## config.mk

```make
export PLATFORM = sky130hd
export DESIGN_NAME = read_memory_controller
export DESIGN_NICKNAME = d
export VERILOG_FILES = /design/src/rtl/rmc_pkg.sv /design/src/rtl/rmc_resp_fifo.sv /design/src/rtl/read_memory_controller.sv
export SDC_FILE = /design/constraint.sdc
export NUM_CORES = 1
export LEC_CHECK = 0
export ABC_CLOCK_PERIOD_IN_PS = 2850
export BUFFER_PORTS_ARGS = -buffer_cell sky130_fd_sc_hd__buf_2
export CORE_MARGIN = 2
export CORE_UTILIZATION = 40
export CTS_BUF_LIST = sky130_fd_sc_hd__clkbuf_4
export DETAILED_ROUTE_END_ITERATION = 6
export GPL_TIMING_DRIVEN = 0
export PLACE_DENSITY = 0.55
export SYNTH_ARGS = -nofsm -noshare
export SYNTH_HDL_FRONTEND = slang
export SYNTH_HIERARCHICAL = 1
export SYNTH_SLANG_ARGS = --single-unit
```

## constraint.sdc

```tcl
create_clock -name clk -period 2.85 [get_ports clk]
set_clock_uncertainty 0.1 [all_clocks]
set_input_delay 0.57 -clock clk [delete_from_list [all_inputs] [get_ports clk]]
set_output_delay 0.57 -clock clk [all_outputs]
set_load 0.03 [all_outputs]
```

## src/rtl/rmc_pkg.sv

```systemverilog
// Shared types and default sizing for the read memory controller.
//   rmc_state_t    : controller FSM state
//   DEF_*          : default build sizes used as parameter defaults
//   FIFO_PTR_W     : response FIFO pointer width for the default depth
//   INFLIGHT_W     : width of the in-flight read counter for the default latency
package rmc_pkg;

    typedef enum logic [1:0] {
        IDLE,
        ISSUE,
        DRAIN
    } rmc_state_t;

    localparam int unsigned DEF_FIFO_DEPTH = 4;
    localparam int unsigned DEF_RD_LATENCY = 2;
    localparam int unsigned FIFO_PTR_W     = $clog2(DEF_FIFO_DEPTH);
    localparam int unsigned INFLIGHT_W     = $clog2(DEF_RD_LATENCY + 1);

endpackage

```

## src/rtl/rmc_resp_fifo.sv

```systemverilog
// Response FIFO, first-word-fall-through. dout shows the head entry
// whenever the FIFO is non-empty and reads as zero when empty.
//   clk, rst : clock, asynchronous active-low reset
//   push/din : write din when not full
//   pop      : discard head entry when not empty
//   dout     : head entry
//   count    : number of valid entries (0..FIFO_DEPTH)
//   empty    : count == 0
//   full     : count == FIFO_DEPTH
module rmc_resp_fifo
    import rmc_pkg::*;
#(
    parameter int unsigned DATA_SIZE  = 32,
    parameter int unsigned FIFO_DEPTH = DEF_FIFO_DEPTH
) (
    input  logic                          clk,
    input  logic                          rst,
    input  logic                          push,
    input  logic                          pop,
    input  logic [DATA_SIZE-1:0]          din,
    output logic [DATA_SIZE-1:0]          dout,
    output logic [$clog2(FIFO_DEPTH):0]   count,
    output logic                          empty,
    output logic                          full
);

    localparam int unsigned PTR_W = $clog2(FIFO_DEPTH);
    localparam int unsigned CNT_W = PTR_W + 1;

    logic [DATA_SIZE-1:0] mem [FIFO_DEPTH];
    logic [PTR_W-1:0]     wr_ptr;
    logic [PTR_W-1:0]     rd_ptr;
    logic                 do_push;
    logic                 do_pop;

    assign empty   = (count == '0);
    assign full    = (count == CNT_W'(FIFO_DEPTH));
    assign do_push = push && !full;
    assign do_pop  = pop && !empty;
    assign dout    = empty ? '0 : mem[rd_ptr];

    always_ff @(posedge clk) begin
        if (do_push) begin
            mem[wr_ptr] <= din;
        end
    end

    // Depth is a power of two, so pointers wrap by natural overflow.
    always_ff @(posedge clk or negedge rst) begin
        if (!rst) begin
            wr_ptr <= '0;
            rd_ptr <= '0;
            count  <= '0;
        end else begin
            if (do_push) begin
                wr_ptr <= wr_ptr + PTR_W'(1);
            end
            if (do_pop) begin
                rd_ptr <= rd_ptr + PTR_W'(1);
            end
            case ({do_push, do_pop})
                2'b10:   count <= count + CNT_W'(1);
                2'b01:   count <= count - CNT_W'(1);
                default: count <= count;
            endcase
        end
    end

endmodule

```

## src/rtl/read_memory_controller.sv

```systemverilog
// Burst read controller: accepts (addr, len) requests, issues sequential
// single-word reads to a fixed-latency memory, buffers returned words in a
// response FIFO and streams them out over valid/ready with a last flag.
//   clk, rst      : clock, asynchronous active-low reset
//   req_valid/req_ready/req_addr/req_len : burst request handshake
//   read_en_out/address_out             : memory read strobe and address
//   mem_dataIn                          : read data, RD_LATENCY cycles after strobe
//   dataOut/out_valid/out_ready/out_last : response stream
//   busy                                : burst in progress
module read_memory_controller
    import rmc_pkg::*;
#(
    parameter int unsigned ADD_SIZE   = 11,
    parameter int unsigned DATA_SIZE  = 32,
    parameter int unsigned LEN_SIZE   = 8,
    parameter int unsigned RD_LATENCY = DEF_RD_LATENCY,
    parameter int unsigned FIFO_DEPTH = DEF_FIFO_DEPTH
) (
    input  logic                 clk,
    input  logic                 rst,
    input  logic                 req_valid,
    output logic                 req_ready,
    input  logic [ADD_SIZE-1:0]  req_addr,
    input  logic [LEN_SIZE-1:0]  req_len,
    output logic                 read_en_out,
    output logic [ADD_SIZE-1:0]  address_out,
    input  logic [DATA_SIZE-1:0] mem_dataIn,
    output logic [DATA_SIZE-1:0] dataOut,
    output logic                 out_valid,
    input  logic                 out_ready,
    output logic                 out_last,
    output logic                 busy
);

    localparam int unsigned CNT_W = $clog2(FIFO_DEPTH) + 1;
    localparam int unsigned INF_W = $clog2(RD_LATENCY + 1);
    localparam int unsigned SUM_W = CNT_W + 1;

    rmc_state_t            state;
    logic [ADD_SIZE-1:0]   cur_addr;
    logic [ADD_SIZE-1:0]   last_addr;
    logic [LEN_SIZE-1:0]   issue_rem;
    logic [LEN_SIZE-1:0]   out_rem;
    logic [RD_LATENCY-1:0] pipe;
    logic [INF_W-1:0]      inflight;
    logic [CNT_W-1:0]      fifo_count;
    logic                  fifo_empty;
    logic                  fifo_full;
    logic                  fifo_push;
    logic                  fifo_pop;
    logic                  credit_ok;

    always_comb begin
        inflight = '0;
        for (int unsigned i = 0; i < RD_LATENCY; i++) begin
            inflight = inflight + INF_W'(pipe[i]);
        end
    end

    // Every outstanding read owns a FIFO slot, so a returning word always
    // has room even if the consumer stalls indefinitely.
    assign credit_ok   = (SUM_W'(fifo_count) + SUM_W'(inflight)) < SUM_W'(FIFO_DEPTH);
    assign read_en_out = (state == ISSUE) && credit_ok;
    assign address_out = read_en_out ? cur_addr : last_addr;

    assign fifo_push = pipe[RD_LATENCY-1] && !fifo_full;
    assign out_valid = !fifo_empty;
    assign fifo_pop  = out_valid && out_ready;
    assign out_last  = out_valid && (out_rem == LEN_SIZE'(1));
    assign busy      = (state != IDLE);

    always_ff @(posedge clk or negedge rst) begin
        if (!rst) begin
            state     <= IDLE;
            req_ready <= 1'b0;
            cur_addr  <= '0;
            last_addr <= '0;
            issue_rem <= '0;
            out_rem   <= '0;
            pipe      <= '0;
        end else begin
            pipe[0] <= read_en_out;
            for (int unsigned i = 1; i < RD_LATENCY; i++) begin
                pipe[i] <= pipe[i-1];
            end

            if (fifo_pop) begin
                out_rem <= out_rem - LEN_SIZE'(1);
            end

            case (state)
                IDLE: begin
                    req_ready <= 1'b1;
                    if (req_valid && req_ready) begin
                        cur_addr  <= req_addr;
                        issue_rem <= req_len;
                        out_rem   <= req_len;
                        if (req_len != '0) begin
                            state     <= ISSUE;
                            req_ready <= 1'b0;
                        end
                    end
                end
                ISSUE: begin
                    if (read_en_out) begin
                        last_addr <= cur_addr;
                        cur_addr  <= cur_addr + ADD_SIZE'(1);
                        issue_rem <= issue_rem - LEN_SIZE'(1);
                        if (issue_rem == LEN_SIZE'(1)) begin
                            state <= DRAIN;
                        end
                    end
                end
                DRAIN: begin
                    if (fifo_pop && (out_rem == LEN_SIZE'(1))) begin
                        state     <= IDLE;
                        req_ready <= 1'b1;
                    end
                end
                default: begin
                    state <= IDLE;
                end
            endcase
        end
    end

    rmc_resp_fifo #(
        .DATA_SIZE  (DATA_SIZE),
        .FIFO_DEPTH (FIFO_DEPTH)
    ) u_fifo (
        .clk   (clk),
        .rst   (rst),
        .push  (fifo_push),
        .pop   (fifo_pop),
        .din   (mem_dataIn),
        .dout  (dataOut),
        .count (fifo_count),
        .empty (fifo_empty),
        .full  (fifo_full)
    );

endmodule

```

# ---- Word level (Yosys, flattened, before mapping)
# Memory sizes are Yosys's and may differ from the RTL's.
# Cells that the tools add are included.
dict set report op_classes {
  addsub 9
  n_lt_le_gt_ge 1
  n_eq_ne 12
  mux 24
  n_reduce_logical 20
}
# op n
set ops {}
lappend ops {{$mux 8} 5}
lappend ops {{$mux 11} 3}
lappend ops {{$mux 32} 1}
lappend ops {{$pmux 11 s2} 1}
lappend ops {{$eq 8x1->1 const B} 2}
lappend ops {{$pmux 8 s2} 1}
lappend ops {{$sub 8x1->8 const B} 2}
lappend ops {{$add 11x1->11 const B} 1}
lappend ops {{$mux 2} 5}
lappend ops {{$logic_and 1x1->1} 8}
lappend ops {{$ne 2x2->1 const B} 4}
lappend ops {{$reduce_bool 2->1} 4}
lappend ops {{$reduce_bool 8->1} 1}
lappend ops {{$pmux 2 s3} 1}
lappend ops {{$pmux 3 s2} 1}
lappend ops {{$mux 1} 5}
lappend ops {{$reduce_and 5->1} 1}
lappend ops {{$add 2x1->2 const B} 2}
lappend ops {{$add 3x2->4} 1}
lappend ops {{$eq 2x1->1 const B} 2}
lappend ops {{$eq 2x2->1 const B} 2}
lappend ops {{$lt 4x3->1 const B} 1}
lappend ops {{$add 3x1->3 const B} 1}
lappend ops {{$eq 3x3->1 const B} 1}
lappend ops {{other kinds (9)} 10}
dict set report totals {
  reg_bits 50
  ram_bits 128
  wordCells 77
  n_memories 1
}
# name depth word_bits read_ports rd_ports_with_merged_regs write_ports line
set memory_table {}
lappend memory_table {u_fifo.mem 4 32 1 0 1 rmc_resp_fifo.sv:30} ;# logic [DATA_SIZE-1:0] mem [FIFO_DEPTH];

# ---- Logic depth before layout (Yosys ltp)
dict set report logic_depth {
  depth_word 6
  ltp_mapped 11
}

# ---- Hierarchy
# The synthesis kept the hierarchy.
# module n_inst cells_per_inst area_each_um2
set modules_own_cells {}
lappend modules_own_cells {rmc_resp_fifo 1 241 5291.3}
lappend modules_own_cells {read_memory_controller 1 271 2411.1}

# ---- Worst setup path before layout
# No wires, ideal clock.
dict set report synth_path {
  path_kind {register to output}
  start {register u_fifo.count[0]}
  end {output address_out[4]}
  arrival_ns 2.121
  t_required_ns 2.180
  path_slack_ns 0.059
  path_stages_with_launch 7
  n_path_buf 2
  cell_sequence {dfrtp_1 ha_1 a21o_1 a211o_1 buf_6 buf_2 o21ai_0}
}
dict set report synth_between {
  elab_chain_len 4
}
# element line
set synth_lines {}
lappend synth_lines {{start, declared} rmc_resp_fifo.sv:22} ;# output logic [$clog2(FIFO_DEPTH):0] count,
lappend synth_lines {{start signal, assigned} rmc_resp_fifo.sv:62} ;# 2'b10: count <= count + CNT_W'(1);
lappend synth_lines {{start signal, assigned} rmc_resp_fifo.sv:63} ;# 2'b01: count <= count - CNT_W'(1);
lappend synth_lines {{start signal, assigned} rmc_resp_fifo.sv:64} ;# default: count <= count;
lappend synth_lines {{$add 3x2->4} read_memory_controller.sv:62} ;# assign credit_ok = (SUM_W'(fifo_count) + SUM_W'(inflight)) < SUM_W'(FIFO_DEPTH);
lappend synth_lines {{$lt 4x3->1} read_memory_controller.sv:62}
lappend synth_lines {{$logic_and 1x1->1} read_memory_controller.sv:63} ;# assign read_en_out = (state == ISSUE) && credit_ok;
lappend synth_lines {{$mux 11} --}
lappend synth_lines {{end, declared} read_memory_controller.sv:26} ;# output logic [ADD_SIZE-1:0] address_out,
# Every way passes these cells.

# ---- Worst setup path after layout
dict set report layout_path {
  start {register u_fifo.count[0]}
  end {output address_out[8]}
}
# Same word-level chain as after synthesis.

==> out/results.ini <==
[sta]
max-slew-margin-rel=0.248
hold_slack_ns=0.0787
rsz0062_at_grt=true
worstMarginPinSlew_ns=1.13
setup_slack_ns=-0.122
finalHoldViolCount=0
drv_slew=0
period_needed_ns=2.97
setup-violations-final=11
fin_crit_sh=1.04
fmax_ghz=0.336

[routing]
viasPerCell=5.11
first_pass_iters=4
vias=4762
totalWireLength_um=16900
drtIter0Drc=237
ant_nets=0
detail_route.wl_per_cell_um=18.1
drc_errors=0

[setup_path]
cp_max_fo=10
r2r_slack_ns=0.22
startpoint_type=flop
crit_top_cell=buf_6
worstPathCellList=ha_4, a21o_1, a211o_1, buf_6, buf_6, nand2_2, o21ai_1, buf_4
worstPathRequired_ns=2.18
critPathSlowestCell=dfrtp_2
worst_path_largest_cell_delay_ns=0.46
cp-end-kind=output port
reg2reg_depth=13
crit_type=flop to output port
r2r_start=u_fifo/count[0]
worstPathArrival_ns=2.30
worstReg2RegEnd=u_fifo/count[2]

[grt]
grt_pass1_vias=4780
grt_max_degree=51
grt_antenna_before_repair=1
track_usage=0.168
grt_pass1_wl_um=25700
gr-total-overflow=0

[clock_tree]
cts_tree=yes
root_buffer=clkbuf_4
clk_latency_ns=0.59
ctsHtreeMaxLevel=4
cts_buffers=17
cts_sinks=178
hold_buffers=0
cts.clk_slew.worst_paths_ns=0.17
clockBufferDepth=2

[cells_and_area]
utilization=0.515
multi_input_area_mm2=0.00260
regArea_mm2=0.00510
fill_cells=1609
fin_nets=725
design_area_mm2=0.00970
syn2layout_area_growth_pct=25.9
drive_above_1_share=0.410

[die]
die_w_um=143
die-area_mm2=0.0204
ios=103
start_util=0.409
core_area_mm2=0.0188
die_h_um=143
num_rows=50

[place]
dpl.hpwl_um=10700
place_area_mm2=0.00862
io_buffers=102
dp_slack_ns=-0.200
gp_congestion=0.850

[synthesis]
synthArstFlopShare=0.281
synthTopCellsByCount=edfxtp_1 (128), nand2_1 (57), dfrtp_1 (50)
synth_top_area_cell=edfxtp_1
syn_avg_cell_area_um2=15.0
ys_top_cells_by_area=edfxtp_1 (50%), dfrtp_1 (16%), mux4_2 (8.8%), nand2_1 (2.8%), nor2b_1 (2.8%)
synth-seq-cells=178
yosysUniqueCellTypes=60
yosysWarnings=6
synthesis.area_mm2=0.00770
yosysTopAreaCellShare=0.499
synth_edf_count=128
seq_area_frac_synth=0.661
ys.flop_type=edfxtp_1
synthCells=512
synth_most_common_cell=edfxtp_1
synth_nets=579

[hold_path]
hold_path.class=primary input to async pin

[power]
ir_drop_uv=584
p_total_mw=12.1
p_leak_nw=3.78
p_per_area_mw_per_mm2=1240

[status]
outcome=finished with violations
violations=negative setup slack

[run]
max-cap-violations=0

## power breakdown
group	internal, mW	switching [mW]
combinational	3.18	3.58
sequential	3.53	0.426
clock	0.386	0.961
total	7.10	4.97
## logic make-up after synthesis
logic type                 after synthesis  synth area share
muxes                                   35            0.0986
AOI/OAI and AO/OA                       72            0.0619
adders and majority gates               12            0.0205
DFF                                    178             0.661
buffers and inverters                   43            0.0325
xor gates and xnor gates                13            0.0148
and+or+nand+nor                        159             0.110
## area by class of cell
| class | instances | share of cell area |
|---|---|---|
| flip-flops and latches | 178 | 0.526 |
| diodes | 1 | 0.000258 |
| plain buffers | 26 | 0.0270 |
| clock buffers | 17 | 0.0132 |
| well taps | 260 | 0.0335 |
| repair buffers | 129 | 0.110 |
| inverters | 15 | 0.00710 |
| clock inverters | 14 | 0.0150 |
| multi-input cells | 291 | 0.268 |
## worst max-delay path, delay by kind of cell, from the launching register on
kind	cells	cell delay [ns]
flops	1	0.46
buf+inv	3	0.47
compound gates	3	0.50
fa+ha+maj	1	0.24
simple gates	1	0.07
## worst max-delay path by stage
| stage | startpoint | cells past startpoint | to | slack (ns) |
|---|---|---|---|---|
| floorplan | u_fifo/count[0] | 6 | address_out[4] | 0.06 |
| global placement | u_fifo/count[2] | 4 | u_fifo/mem[0][20] | -0.28 |
| detailed placement | u_fifo/count[0] | 11 | u_fifo/count[2] | -0.20 |
| CTS | pipe[0] | 8 | address_out[1] | -0.16 |
| global route | u_fifo/count[0] | 8 | address_out[3] | -0.23 |
| finish | u_fifo/count[0] | 8 | address_out[8] | -0.12 |
## placed cells by master, fill, tap and decap left out, types with 4 or more instances in the layout
cell type,synthesis,final
edfxtp_1,128,128
buf_2,10,66
dfrtp_1,50,47
buf_6,5,40
nand2_1,57,38
mux4_2,30,30
buf_4,1,27
nor2b_4,0,20
clkbuf_4,0,19
nand2_2,0,18
inv_1,14,14
o21ai_0,16,14
nor2_1,14,14
a21oi_1,14,14
nor2b_1,34,13
ha_1,11,10
nand3_1,9,9
buf_12,2,9
o22ai_1,8,8
xor2_1,7,7
o2bb2ai_1,7,7
xnor2_1,6,6
nor3_1,6,6
nor4_1,7,6
clkbuf_16,0,5
a22oi_1,5,5
o21ai_1,3,4
clkbuf_1,9,4
clkinv_8,0,4
nand4_1,4,4
and2b_1,4,4
and2_2,0,4
## sequential cells by signal (all words and copies together), names as in the netlist, 3 cells and up
register / count
out_rem: 8
issue_rem: 8
u_fifo/count: 3
cur_addr: 11
last_addr: 11
u_fifo/mem: 128
## metal layers
layer	GRT usage	part of all wire
met5	0	0
met4	0.0558	0.013
met3	0.0466	0.055
met2	0.269	0.48
met1	0.223	0.45
## per-stage QoR
step                      std cells  TNS [ns]
after floorplan                 512         0
after global placement          874    -33.82
after detailed placement        878    -0.374
after CTS                       916     -1.64
after global routing            931     -2.81
final                           931     -1.04
## repair_timing
action                     4_1_cts  5_1_grt
gates resized for setup         48      152
setup buffers                    9        9
setup endpoints to repair       45       42
gates cloned                     0        5
pin swaps                        2        3
No activity file was read; power rests on OpenSTA's default activity.
